## src/rtl/uart_pkg.sv

```systemverilog
// rtl/uart_pkg.sv - shared UART state codes and default frame parameters
// Purpose: common definitions for the UART receiver and transmitter so both
//          report the same state encoding on their debug outputs.
// Ports:   none (package).
// Config:  UART_RX_PARITY_EN selects whether the PARITY state is reachable;
//          its code is reserved here regardless.
`timescale 1ns/1ps

package uart_pkg;

    localparam int UART_CLKS_PER_BIT = 16;
    localparam int UART_DATA_BITS    = 8;

    typedef enum logic [2:0] {
        ST_IDLE   = 3'd0,
        ST_START  = 3'd1,
        ST_DATA   = 3'd2,
        ST_STOP   = 3'd3,
        ST_DONE   = 3'd4,
        ST_PARITY = 3'd5,
        ST_BREAK  = 3'd6
    } uart_state_t;

endpackage

```

## src/rtl/uart_bit_sync.sv

```systemverilog
// rtl/uart_bit_sync.sv - two-flop synchronizer for an asynchronous serial line
// Purpose: brings rx_in into the clk_sys domain; resets to 1 so an idle-high
//          line never looks like a start bit while the flops fill.
// Ports:   clk_sys - system clock
//          rst     - synchronous active-high reset
//          din     - asynchronous input
//          dout    - synchronized output
`timescale 1ns/1ps

module uart_bit_sync (
    input  logic clk_sys,
    input  logic rst,
    input  logic din,
    output logic dout
);

    logic meta;

    always_ff @(posedge clk_sys) begin
        if (rst) begin
            meta <= 1'b1;
            dout <= 1'b1;
        end else begin
            meta <= din;
            dout <= meta;
        end
    end

endmodule

```

## src/rtl/uart_rx_oversample.sv

```systemverilog
// rtl/uart_rx_oversample.sv - oversampling UART receiver with mid-bit sampling
// Purpose: receives start + DATA_BITS (LSB first) [+ even parity] + stop frames,
//          sampling each bit at its centre using a CLKS_PER_BIT baud counter.
// Ports:   clk_sys     - system clock, all logic on rising edge
//          rst         - synchronous active-high reset
//          rx_in       - asynchronous serial line, idle high
//          rx_data_out - last good received word, held between frames
//          rx_valid    - one-cycle pulse when rx_data_out is updated
//          frame_err   - one-cycle pulse when the stop bit is sampled low
//          rx_state    - current FSM state code (debug)
//          parity_err  - only with UART_RX_PARITY_EN: pulses with rx_valid on
//                        an even-parity mismatch
// Config:  define UART_RX_PARITY_EN to add the parity bit and parity_err.
`timescale 1ns/1ps

module uart_rx_oversample
    import uart_pkg::*;
#(
    parameter int CLKS_PER_BIT = UART_CLKS_PER_BIT,
    parameter int DATA_BITS    = UART_DATA_BITS
) (
    input  logic                 clk_sys,
    input  logic                 rst,
    input  logic                 rx_in,
    output logic [DATA_BITS-1:0] rx_data_out,
    output logic                 rx_valid,
    output logic                 frame_err,
    output logic [2:0]           rx_state
`ifdef UART_RX_PARITY_EN
    ,
    output logic                 parity_err
`endif
);

    localparam int BW = $clog2(CLKS_PER_BIT);
    localparam int CW = $clog2(DATA_BITS + 1);
    localparam logic [BW-1:0] BAUD_LAST = BW'(CLKS_PER_BIT - 1);
    localparam logic [BW-1:0] BAUD_HALF = BW'(CLKS_PER_BIT / 2 - 1);
    localparam logic [CW-1:0] BIT_LAST  = CW'(DATA_BITS - 1);

    logic                 rx_s;
    uart_state_t          state;
    uart_state_t          state_nxt;
    logic [BW-1:0]        baud_cnt;
    logic [CW-1:0]        bit_cnt;
    logic [DATA_BITS-1:0] shift_reg;
    logic                 frame_err_q;
    logic                 baud_tick;
    logic                 half_tick;
`ifdef UART_RX_PARITY_EN
    logic                 par_bad;
`endif

    uart_bit_sync u_bit_sync (
        .clk_sys (clk_sys),
        .rst     (rst),
        .din     (rx_in),
        .dout    (rx_s)
    );

    assign baud_tick = (baud_cnt == BAUD_LAST);
    assign half_tick = (baud_cnt == BAUD_HALF);

    // State register
    always_ff @(posedge clk_sys) begin
        if (rst) begin
            state <= ST_IDLE;
        end else begin
            state <= state_nxt;
        end
    end

    // Next-state logic; a falling edge only matters in IDLE
    always_comb begin
        state_nxt = state;
        case (state)
            ST_IDLE: begin
                if (!rx_s) state_nxt = ST_START;
            end
            ST_START: begin
                // Line back high at start-bit centre: treat as a glitch
                if (half_tick) state_nxt = rx_s ? ST_IDLE : ST_DATA;
            end
            ST_DATA: begin
                if (baud_tick && (bit_cnt == BIT_LAST)) begin
`ifdef UART_RX_PARITY_EN
                    state_nxt = ST_PARITY;
`else
                    state_nxt = ST_STOP;
`endif
                end
            end
`ifdef UART_RX_PARITY_EN
            ST_PARITY: begin
                if (baud_tick) state_nxt = ST_STOP;
            end
`endif
            ST_STOP: begin
                if (baud_tick) state_nxt = rx_s ? ST_DONE : ST_BREAK;
            end
            ST_DONE: begin
                state_nxt = ST_IDLE;
            end
            ST_BREAK: begin
                // Wait out a held-low line so it cannot start a frame
                if (rx_s) state_nxt = ST_IDLE;
            end
            default: begin
                state_nxt = ST_IDLE;
            end
        endcase
    end

    // Baud/bit counters, shift register and registered result flags
    always_ff @(posedge clk_sys) begin
        if (rst) begin
            baud_cnt    <= '0;
            bit_cnt     <= '0;
            shift_reg   <= '0;
            rx_data_out <= '0;
            frame_err_q <= 1'b0;
`ifdef UART_RX_PARITY_EN
            par_bad     <= 1'b0;
`endif
        end else begin
            // Clear on every state entry so each phase times from its own start
            if ((state_nxt != state) || (state == ST_IDLE) || baud_tick) begin
                baud_cnt <= '0;
            end else begin
                baud_cnt <= baud_cnt + BW'(1);
            end

            if (state == ST_IDLE) begin
                bit_cnt <= '0;
            end else if ((state == ST_DATA) && baud_tick) begin
                bit_cnt <= bit_cnt + CW'(1);
            end

            if ((state == ST_DATA) && baud_tick) begin
                shift_reg <= {rx_s, shift_reg[DATA_BITS-1:1]};
            end

            // Load on the good stop sample so the new word is visible in DONE
            if ((state == ST_STOP) && baud_tick && rx_s) begin
                rx_data_out <= shift_reg;
            end

            frame_err_q <= (state == ST_STOP) && baud_tick && !rx_s;

`ifdef UART_RX_PARITY_EN
            if ((state == ST_PARITY) && baud_tick) begin
                par_bad <= ^{shift_reg, rx_s};
            end
`endif
        end
    end

    // Outputs
    always_comb begin
        rx_valid  = (state == ST_DONE);
        frame_err = frame_err_q;
        rx_state  = state;
`ifdef UART_RX_PARITY_EN
        parity_err = (state == ST_DONE) && par_bad;
`endif
    end

endmodule

```

## config.mk

```make
export PLATFORM = sky130hd
export DESIGN_NAME = uart_rx_oversample
export DESIGN_NICKNAME = d
export VERILOG_FILES = /design/src/rtl/uart_pkg.sv /design/src/rtl/uart_bit_sync.sv /design/src/rtl/uart_rx_oversample.sv
export SDC_FILE = /design/constraint.sdc
export NUM_CORES = 1
export LEC_CHECK = 0
export CAP_MARGIN = 20
export CORE_AREA = 4 4 60 62
export DETAILED_ROUTE_END_ITERATION = 16
export DIE_AREA = 0 0 64 66
export PLACE_DENSITY = 0.62
export SETUP_SLACK_MARGIN = 0.2
export SYNTH_ARGS = -nofsm -noshare
export SYNTH_HDL_FRONTEND = slang
export SYNTH_SLANG_ARGS = --single-unit
```

## constraint.sdc

```tcl
create_clock -name clk_sys -period 2.54 [get_ports clk_sys]
set_clock_uncertainty 0.05 [all_clocks]
set_input_delay 0.254 -clock clk_sys [delete_from_list [all_inputs] [get_ports clk_sys]]
set_output_delay 0.254 -clock clk_sys [all_outputs]
set_load 0.005 [all_outputs]
```

# Yosys cells after proc, flatten, opt, wreduce, memory -nomap -nowiden
# Index checks and enable logic that the tools add are counted.
# Widths: inputs -> output; s select.
# classes
add_sub_neg,2
n_eq_ne,9
muxes,8
reduce_logical,11
# ops
op,count
$mux 3,5
$pmux 3 s5,1
$add 4x1->4 const B,2
$eq 4x3->1 const B,2
$eq 3x2->1 const B,2
$eq 3x3->1 const B,2
$logic_and 1x1->1,5
$eq 4x4->1 const B,1
$mux 2,2
$reduce_or 2->1,2
$eq 3x1->1 const B,1
$logic_not 3->1,1
$ne 3x3->1,1
$logic_or 1x1->1,2
$logic_not 1->1,1
# word_totals
reg_bits,30
output_inout_bits,13

# Logic depth before layout (Yosys ltp)
# Gate-level depths: netlist of the first run.
# logic_depth
ltp_word,8
ltp_mapped,5
depth_no_buf,4

# Hierarchy
# A second synthesis of the first run with hierarchy kept.
# unflattened
hier_cells,159
area_unflattened_um2,1386.3
# by_module_without_submodules
mod,instances,cells_per_inst,area_each_um2,seq_area_each_um2
uart_rx_oversample,1,155,1333.8,560.5
uart_bit_sync,1,4,52.6,40.0

# Least setup slack after synthesis of the first run
# Ideal clock, no wire load.
# synth_timing
path_kind,register to register
start,register state[1] (netlist: rx_state[1])
end,register bit_cnt[3]
arrival_time_ps,1440
slack_ps,980
path_stages_with_launch,5
synth_period_minus_slack_ps,1560
path_cell_list,dfxtp_1 -> buf_6 -> or3b_4 -> or4_1 -> a21oi_1
# synth_via
elab_chain_len,2
# synth_rtl
item,line_no,source
from (decl),uart_rx_oversample.sv:42,uart_state_t state;
from (signal assigned),uart_rx_oversample.sv:69,state <= state_nxt;
$eq 3x2->1 or $logic_not 3->1 (tied branches),"uart_rx_oversample.sv:135, uart_rx_oversample.sv:133",
$logic_and 1x1->1 or $reduce_or 2->1 (tied branches),n/a,
to (signal assigned),uart_rx_oversample.sv:136,bit_cnt <= bit_cnt + CW'(1);
to (decl),uart_rx_oversample.sv:45,logic [CW-1:0] bit_cnt;
# Several ways; a longest one is shown, not always the timed one.
# A chain may end at the register's enable or synchronous reset.

# Final worst setup path of the first run
# layout_timing
start,register state[2] (netlist: rx_state[2])
end,output port rx_valid
# layout_via
elab_chain_len,1
# layout_rtl
item,line_no,source
$eq 3x3->1,uart_rx_oversample.sv:160,rx_valid = (state == ST_DONE);
to (decl),uart_rx_oversample.sv:26,"output logic rx_valid,"
# No other way between the ends.

==> impl_results.html, run 1 <==
<table>
<tr><th>Metric</th><th>Value</th></tr>
<tr><th colspan="2">Run status</th></tr>
<tr><td>Status</td><td>finished, final reports clean</td></tr>
<tr><th colspan="2">Timing</th></tr>
<tr><td>Final-report setup violation count</td><td>0</td></tr>
<tr><td>Max Clk Rate</td><td>~540 MHz</td></tr>
<tr><td>Minimum clock period after layout</td><td>around 1.8 ns</td></tr>
<tr><td>Worst slew margin relative to its limit</td><td>between 50 and 60%</td></tr>
<tr><td>Unrepaired setup endpoints after global routing</td><td>no</td></tr>
<tr><td>Actual slew at the worst max-slew pin</td><td>just over 0.6 ns</td></tr>
<tr><td>Total Neg Setup Slack</td><td>0 ns</td></tr>
<tr><td>Endpoints failing hold</td><td>0</td></tr>
<tr><td>Crit path setup slack, layout</td><td>just under 0.7 ns</td></tr>
<tr><td>Final period utilization</td><td>between 70% and 80%</td></tr>
<tr><td>Worst Hold Slack</td><td>approximately 0.36 ns</td></tr>
<tr><td>Total count of max-transition violations in the final report</td><td>0</td></tr>
<tr><th colspan="2">Placement</th></tr>
<tr><td>Placer's final routability congestion estimate</td><td>0.764</td></tr>
<tr><td>Standard cell area after detailed placement</td><td>between 1000 and 1500 um^2</td></tr>
<tr><td>Pre-CTS setup slack</td><td>approximately 0.8 ns</td></tr>
<tr><td>Number of placed instances with taps included</td><td>~200</td></tr>
<tr><td>Total half-perimeter wirelength after legalization and detailed placement</td><td>1.88 mm</td></tr>
<tr><td>Port buffer count</td><td>15</td></tr>
<tr><th colspan="2">Layout</th></tr>
<tr><td>Utilization after layout</td><td>around half</td></tr>
<tr><td>Post-layout net count</td><td>165</td></tr>
<tr><td>Final standard cell count with taps included and fillers excluded</td><td>around 210</td></tr>
<tr><td>Multi-input combinational cell area</td><td>roughly 620 um^2</td></tr>
<tr><td>FF/Latch Area</td><td>approximately 600 um^2</td></tr>
<tr><td>Layout filler cell count</td><td>about 290</td></tr>
<tr><td>Number of antenna cells inserted</td><td>0</td></tr>
<tr><td>Post-synthesis to final-layout area growth</td><td>23.3%</td></tr>
<tr><td>Post-route cell area</td><td>roughly 1600 um^2</td></tr>
<tr><td>Layout cells sized above 1</td><td>12.4%</td></tr>
<tr><th colspan="2">Clock tree</th></tr>
<tr><td>Clock H-tree levels</td><td>2</td></tr>
<tr><td>Clock insertion delay at the later pin of the skew report</td><td>between 0.3 and 0.4 ns</td></tr>
<tr><td>Clock input transition at the sequential cells of the worst setup and hold paths</td><td>roughly 0.09 ns</td></tr>
<tr><td>TritonCTS clock tree</td><td>yes</td></tr>
<tr><td>Worst-case clock buffer depth</td><td>2</td></tr>
<tr><td>TritonCTS buffer count</td><td>5</td></tr>
<tr><td>Total clock sinks</td><td>30</td></tr>
<tr><td>Root buffer cell</td><td>clkbuf_4</td></tr>
<tr><td>Buffer count from post-CTS setup fixing</td><td>0</td></tr>
<tr><td>Post-cts gate resize count</td><td>0</td></tr>
<tr><td>Hold bufs inserted after CTS</td><td>0</td></tr>
<tr><th colspan="2">Setup path</th></tr>
<tr><td>Endpoint of the lowest-slack register-to-register path</td><td>bit_cnt[3]</td></tr>
<tr><td>Startpoint of the lowest-slack register-to-register path</td><td>rx_state[1]</td></tr>
<tr><td>Crit end category</td><td>primary output</td></tr>
<tr><td>Critical path start-end classification</td><td>register to primary output</td></tr>
<tr><td>R2r setup slk</td><td>~0.79 ns</td></tr>
<tr><td>CP startpoint kind</td><td>register</td></tr>
<tr><td>Crit. Startpoint</td><td>rx_state[2]</td></tr>
<tr><td>R2R cell count</td><td>3</td></tr>
<tr><td>Crit-path max FO</td><td>8</td></tr>
<tr><td>Data arrival, critical path</td><td>around 1.5 ns</td></tr>
<tr><td>Data required, critical path</td><td>~2.2 ns</td></tr>
<tr><td>Worst setup path endpoint</td><td>rx_valid</td></tr>
<tr><th colspan="2">Drt</th></tr>
<tr><td>Vias after detailed routing</td><td>1065</td></tr>
<tr><td>Routed length per placed instance</td><td>~13 um</td></tr>
<tr><td>Routed wire length</td><td>2.68 mm</td></tr>
<tr><td>DRC violation total after the first TritonRoute iteration</td><td>52</td></tr>
<tr><td>Remaining antenna violation count after routing</td><td>0</td></tr>
<tr><td>Post-route DRC violation count</td><td>0</td></tr>
<tr><td>Vias per Instance</td><td>about 5.2</td></tr>
<tr><td>Number of iterations in the first detailed-routing pass</td><td>4</td></tr>
<tr><th colspan="2">Worst hold path</th></tr>
<tr><td>Class of the worst hold path</td><td>register to register</td></tr>
<tr><th colspan="2">Global route</th></tr>
<tr><td>Busiest grt layer</td><td>met2</td></tr>
<tr><td>Total GRT Usage</td><td>between 10% and 20%</td></tr>
<tr><td>Initial antenna violation count</td><td>0</td></tr>
<tr><td>GRT met3 Usage</td><td>roughly 5.6%</td></tr>
<tr><td>Pin count of the biggest net entering global routing</td><td>20</td></tr>
<tr><td>Grt met1 use</td><td>between 10% and 20%</td></tr>
<tr><td>Overall overflow remaining after global route</td><td>0</td></tr>
<tr><td>Met2 global-route usage</td><td>between 20% and 30%</td></tr>
<tr><td>Wire length of the first global-routing pass</td><td>~4.7 mm</td></tr>
<tr><td>Number of global-route vias before repair</td><td>between 1000 and 1500</td></tr>
<tr><th colspan="2">Floorplanning</th></tr>
<tr><td>Placeable core region</td><td>3030 um^2</td></tr>
<tr><td>Die width</td><td>between 60 and 70 um</td></tr>
<tr><td>Row count</td><td>20</td></tr>
<tr><td>Die ar.</td><td>4220 um^2</td></tr>
<tr><td>Height of the die</td><td>about 66 um</td></tr>
<tr><td>Top Ports</td><td>16</td></tr>
<tr><td>Initial core utilization</td><td>roughly two fifths</td></tr>
<tr><th colspan="2">Synthesis</th></tr>
<tr><td>Netlist Area Pre-Place</td><td>roughly 1300 um^2</td></tr>
<tr><td>Synth cell types</td><td>35</td></tr>
<tr><td>Warnings, synthesis</td><td>0</td></tr>
<tr><td>Per-instance average area after synthesis</td><td>8.89 um^2</td></tr>
<tr><td>Post-synthesis sequential area ratio</td><td>approximately 47%</td></tr>
<tr><td>Syn nets</td><td>between 100 and 150</td></tr>
<tr><td>Fraction of registers with async set or reset after synthesis</td><td>0%</td></tr>
<tr><td>Top FF cell, synth</td><td>dfxtp_1</td></tr>
<tr><td>Seq cells post-synth</td><td>30</td></tr>
<tr><td>Post-synth EDFFs</td><td>0</td></tr>
<tr><td>Number of instances in the synthesized netlist</td><td>143</td></tr>
<tr><th colspan="2">Job</th></tr>
<tr><td>Number of max-cap violations</td><td>0</td></tr>
<tr><th colspan="2">Power</th></tr>
<tr><td>Power density cells</td><td>roughly 640 nW/um^2</td></tr>
<tr><td>Leak Pwr</td><td>around 0.53 nW</td></tr>
<tr><td>Worst ir drop on vdd</td><td>0.424 mV</td></tr>
<tr><td>Total Power</td><td>between 1 and 1.5 mW</td></tr>
</table>
[synth_stat cells (all sizes together) (2+ instances only)]
cell type	instances	share of area, %
buf	3	1.9
nor3b	3	2.2
xor2	2	1.4
dfxtp	30	47
or2	2	0.98
nand2	23	6.8
ha	2	2.0
clkbuf	5	1.5
a21oi	14	5.5
o31ai	2	1.2
mux2i	8	6.3
and3	2	0.98
nor3	2	0.79
inv	2	0.59
nand3	12	4.7
o211ai	2	1.2
or3	3	1.7
nor2	2	0.59
or4	2	1.2
o21ai	11	4.3
[worst min path at each step]
stage                            to  slack [ns]  cells after the start            start
floorplan           u_bit_sync.meta        0.31                      1            rx_in
global placement    u_bit_sync.dout        0.34                      1  u_bit_sync.meta
detailed placement  u_bit_sync.dout        0.34                      1  u_bit_sync.meta
CTS                 u_bit_sync.dout        0.36                      1  u_bit_sync.meta
global route        u_bit_sync.dout        0.40                      1  u_bit_sync.meta
finish              u_bit_sync.dout        0.36                      1  u_bit_sync.meta
[where the power goes]
part / leakage [nW] / switching (mW) / internal, mW
sequential: 0.242 / 0.00468 / 0.473
clock: 0.0585 / 0.169 / 0.333
combinational: 0.233 / 0.0127 / 0.0101
[area by class of cell]
type	count	area share [%]
well taps	44	3.51
clock buffers	6	3.27
flip-flops and latches	30	38.3
inverters	3	0.718
clock inverters	2	3.83
repair buffers	18	11.0
multi-input cells	102	39.3
[layer usage]
| metal | vias to the layer above | share of wire (%) |
|---|---|---|
| li1 | 545 | - |
| met4 | 0 | 1.6 |
| met5 | - | 0 |
| met2 | 19 | 47 |
| met3 | 5 | 4.6 |
| met1 | 496 | 47 |
[kinds of logic (layout without fill, tap and decap cells)]
| family | after synthesis | after routing | share of synthesized area (%) |
|---|---|---|---|
| AOI/OAI and AO/OA | 34 | 34 | 15.5 |
| adders and majority gates | 2 | 2 | 1.97 |
| buffers and inverters | 11 | 29 | 4.23 |
| muxes | 8 | 8 | 6.30 |
| DFF | 30 | 30 | 47.2 |
| xor gates and xnor gates | 2 | 2 | 1.38 |
| and+or+nand+nor | 56 | 56 | 23.4 |
[layout by cell type (no fill, tap or decap), drive strengths merged, types with 3 or more instances in the layout]
cell type and n:
mux2i 8, nand2 23, clkdlybuf4s50 15, a21oi 14, nand3 12, buf 3
nor3b 3, or3 3, dfxtp 30, o21ai 11, clkbuf 6
[critical path: stages, from the launching register on]
cell	delay (ns)
dfxtp_1	0.47
nor3b_1	0.22
clkdlybuf4s50_1	0.53
Power figures use the tool's default switching activity.
==> inputs of run 2 (changes only) <==
==> constraint.sdc (replaced) <==
create_clock -name clk_sys -period 1.95 [get_ports clk_sys]
set_clock_uncertainty 0.05 [all_clocks]
set_input_delay 0.195 -clock clk_sys [delete_from_list [all_inputs] [get_ports clk_sys]]
set_output_delay 0.195 -clock clk_sys [all_outputs]
set_load 0.005 [all_outputs]
==> run 2 against run 1 <==
  * Die area stayed put
  * Worst hold slack better by 0.012 ns
  * Sequential share of layout area increased by 0.96 points
  * Largest cell class unchanged
  * Highest routed layer unchanged
==> impl_results.html, run 2 (synthesis results as in run 1) <==
<table>
<tr><th>Metric</th><th>Value</th></tr>
<tr><th colspan="2">Timing</th></tr>
<tr><td>Worst slew margin relative to its limit</td><td>67.0% (+8.7 points)</td></tr>
<tr><td>Final-report setup violation count</td><td>0 (unchanged)</td></tr>
<tr><td>Endpoints failing hold</td><td>0 (unchanged)</td></tr>
<tr><td>Minimum clock period after layout</td><td>about 1.7 ns</td></tr>
<tr><td>Total count of max-transition violations in the final report</td><td>0 (unchanged)</td></tr>
<tr><td>Max Clk Rate</td><td>~580 MHz</td></tr>
<tr><td>Actual slew at the worst max-slew pin</td><td>0.488 ns (-0.130 ns)</td></tr>
<tr><td>Total Neg Setup Slack</td><td>0 ns (unchanged)</td></tr>
<tr><td>Final period utilization</td><td>88.6%</td></tr>
<tr><td>Unrepaired setup endpoints after global routing</td><td>yes</td></tr>
<tr><th colspan="2">Drt</th></tr>
<tr><td>Routed length per placed instance</td><td>12.7 um (-3.1%)</td></tr>
<tr><td>Vias after detailed routing</td><td>1085 (+1.9%)</td></tr>
<tr><td>Post-route DRC violation count</td><td>0 (unchanged)</td></tr>
<tr><td>Number of iterations in the first detailed-routing pass</td><td>4 (unchanged)</td></tr>
<tr><td>Remaining antenna violation count after routing</td><td>0 (unchanged)</td></tr>
<tr><td>Vias per Instance</td><td>5.27 (+1.4%)</td></tr>
<tr><td>Routed wire length</td><td>2.61 mm (-2.7%)</td></tr>
<tr><td>DRC violation total after the first TritonRoute iteration</td><td>69 (+33%)</td></tr>
<tr><th colspan="2">Global route</th></tr>
<tr><td>Total GRT Usage</td><td>13.8% (-0.88 points)</td></tr>
<tr><td>GRT met3 Usage</td><td>5.10% (-0.51 points)</td></tr>
<tr><td>Met2 global-route usage</td><td>22.2% (-2.1 points)</td></tr>
<tr><td>Initial antenna violation count</td><td>0 (unchanged)</td></tr>
<tr><td>Overall overflow remaining after global route</td><td>0 (unchanged)</td></tr>
<tr><td>Busiest grt layer</td><td>met2</td></tr>
<tr><td>Grt met1 use</td><td>16.8% (-0.24 points)</td></tr>
<tr><td>Number of global-route vias before repair</td><td>998 (-4.7%)</td></tr>
<tr><td>Pin count of the biggest net entering global routing</td><td>20 (unchanged)</td></tr>
<tr><td>Wire length of the first global-routing pass</td><td>4.53 mm (-4.4%)</td></tr>
<tr><th colspan="2">Setup path</th></tr>
<tr><td>Crit. Startpoint</td><td>rx_state[2]</td></tr>
<tr><td>Data arrival, critical path</td><td>1.48 ns (-0.06 ns)</td></tr>
<tr><td>Startpoint of the lowest-slack register-to-register path</td><td>rx_state[1]</td></tr>
<tr><td>Critical path start-end classification</td><td>register to primary output</td></tr>
<tr><td>Data required, critical path</td><td>1.70 ns (-0.54 ns)</td></tr>
<tr><td>Worst setup path endpoint</td><td>rx_valid</td></tr>
<tr><td>Crit-path max FO</td><td>8 (unchanged)</td></tr>
<tr><td>R2R cell count</td><td>3 (unchanged)</td></tr>
<tr><td>Endpoint of the lowest-slack register-to-register path</td><td>bit_cnt[3]</td></tr>
<tr><td>Crit end category</td><td>primary output</td></tr>
<tr><td>CP startpoint kind</td><td>register</td></tr>
<tr><td>R2r setup slk</td><td>0.27 ns (-0.52 ns)</td></tr>
<tr><th colspan="2">Layout</th></tr>
<tr><td>Commonest cells after routing, fill and taps aside</td><td>27 x dfxtp_1, 23 x nand2_1, 15 x clkdlybuf4s50_1</td></tr>
<tr><td>Number of antenna cells inserted</td><td>0 (unchanged)</td></tr>
<tr><td>Layout filler cell count</td><td>269 (-6.6%)</td></tr>
<tr><td>FF/Latch Area</td><td>604 um^2 (+0.63%)</td></tr>
<tr><td>Utilization after layout</td><td>50.8% (-0.95 points)</td></tr>
<tr><td>Post-layout net count</td><td>167 (+1.2%)</td></tr>
<tr><td>Layout cells sized above 1</td><td>16.0% (+3.6 points)</td></tr>
<tr><td>Post-synthesis to final-layout area growth</td><td>21.1%</td></tr>
<tr><td>Most common cell after layout, fill and taps aside</td><td>dfxtp_1</td></tr>
<tr><td>Multi-input combinational cell area</td><td>633 um^2 (+2.6%)</td></tr>
<tr><th colspan="2">Clock tree</th></tr>
<tr><td>TritonCTS clock tree</td><td>yes</td></tr>
<tr><td>Hold bufs inserted after CTS</td><td>0 (unchanged)</td></tr>
<tr><td>Clock input transition at the sequential cells of the worst setup and hold paths</td><td>0.10 ns (about the same)</td></tr>
<tr><td>Worst-case clock buffer depth</td><td>2 (unchanged)</td></tr>
<tr><td>Root buffer cell</td><td>clkbuf_4</td></tr>
<tr><td>Clock H-tree levels</td><td>2 (unchanged)</td></tr>
<tr><td>Total clock sinks</td><td>30 (unchanged)</td></tr>
<tr><td>TritonCTS buffer count</td><td>5 (unchanged)</td></tr>
<tr><td>Clock insertion delay at the later pin of the skew report</td><td>0.33 ns (about the same)</td></tr>
<tr><th colspan="2">Placement</th></tr>
<tr><td>Total half-perimeter wirelength after legalization and detailed placement</td><td>1.80 mm (-4.0%)</td></tr>
<tr><td>Port buffer count</td><td>15 (unchanged)</td></tr>
<tr><td>Placer's final routability congestion estimate</td><td>0.786 (+2.8%)</td></tr>
<tr><th colspan="2">Worst hold path</th></tr>
<tr><td>Class of the worst hold path</td><td>input port to register</td></tr>
<tr><td>Worst hold start</td><td>rx_in</td></tr>
<tr><th colspan="2">Power</th></tr>
<tr><td>Leak Pwr</td><td>0.516 nW (-3.4%)</td></tr>
<tr><td>Power density cells</td><td>643 nW/um^2 (+0.43%)</td></tr>
<tr><td>Worst ir drop on vdd</td><td>0.283 mV (-33%)</td></tr>
<tr><th colspan="2">Floorplanning</th></tr>
<tr><td>Die ar.</td><td>4220 um^2 (unchanged)</td></tr>
<tr><td>Placeable core region</td><td>3030 um^2 (unchanged)</td></tr>
<tr><td>Initial core utilization</td><td>42.0% (unchanged)</td></tr>
<tr><td>Row count</td><td>20 (unchanged)</td></tr>
<tr><td>Top Ports</td><td>16 (unchanged)</td></tr>
<tr><td>Height of the die</td><td>66 um (unchanged)</td></tr>
<tr><td>Die width</td><td>64 um (unchanged)</td></tr>
<tr><th colspan="2">Job</th></tr>
<tr><td>Number of max-cap violations</td><td>0 (unchanged)</td></tr>
<tr><th colspan="2">Run status</th></tr>
<tr><td>Status</td><td>finished, final reports clean</td></tr>
</table>
run 2: final cells by class:
type	instances	share of cell area (%)
Timing Repair Buffer	20	12.2
Sequential cell	30	39.3
Clock buffer	5	2.44
Tap cell	44	3.58
Inverter	3	0.732
Clock inverter	2	0.650
Multi-Input combinational cell	102	41.1
run 2: how the worst min path moves through the flow:
stage | to | slack, ns | cells past startpoint
6_report | u_bit_sync.meta | 0.38 | 2
5_1_grt | u_bit_sync.meta | 0.37 | 2
4_1_cts | u_bit_sync.meta | 0.37 | 2
3_5_place_dp | u_bit_sync.dout | 0.36 | 1
3_3_place_gp | u_bit_sync.dout | 0.35 | 1
2_1_floorplan | u_bit_sync.meta | 0.25 | 1
run 2: worst max-delay path: stages, from the launching register on:
cell,delay (ns)
dfxtp_2,0.42
nor3b_1,0.21
clkdlybuf4s50_1,0.53
run 2: what timing repair did:
item | CTS | global route
setup buffers | 0 | 0
gates resized for setup | 3 | 5
endpoints found under the setup margin | 4 | 16
run 2: stage by stage:
stage          instance area (um^2)  hold slack (ns)  total power [mW]  setup slack, ns  std cells
2_1_floorplan                  1270            0.249             0.654            0.390        143
3_3_place_gp                   1470            0.348             0.667            0.273        199
3_5_place_dp                   1470            0.362             0.668            0.182        199
4_1_cts                        1530            0.367              1.00            0.189        206
5_1_grt                        1540            0.372              1.04            0.106        206
6_report                       1540            0.376             0.989            0.223        206
run 2: metal layers:
metal | vias to the layer above | wire (um)
met5 | - | 0
met3 | 5 | 105
met1 | 513 | 1310
met4 | 0 | 32
met2 | 20 | 1160
li1 | 547 | -
run 2: power breakdown:
| part | switching (mW) | internal, mW | total, mW |
|---|---|---|---|
| Combinational | 0.0173 | 0.0146 | 0.0319 |
| Clock | 0.205 | 0.129 | 0.334 |
| Sequential | 0.00653 | 0.616 | 0.623 |
| Total | 0.229 | 0.760 | 0.989 |
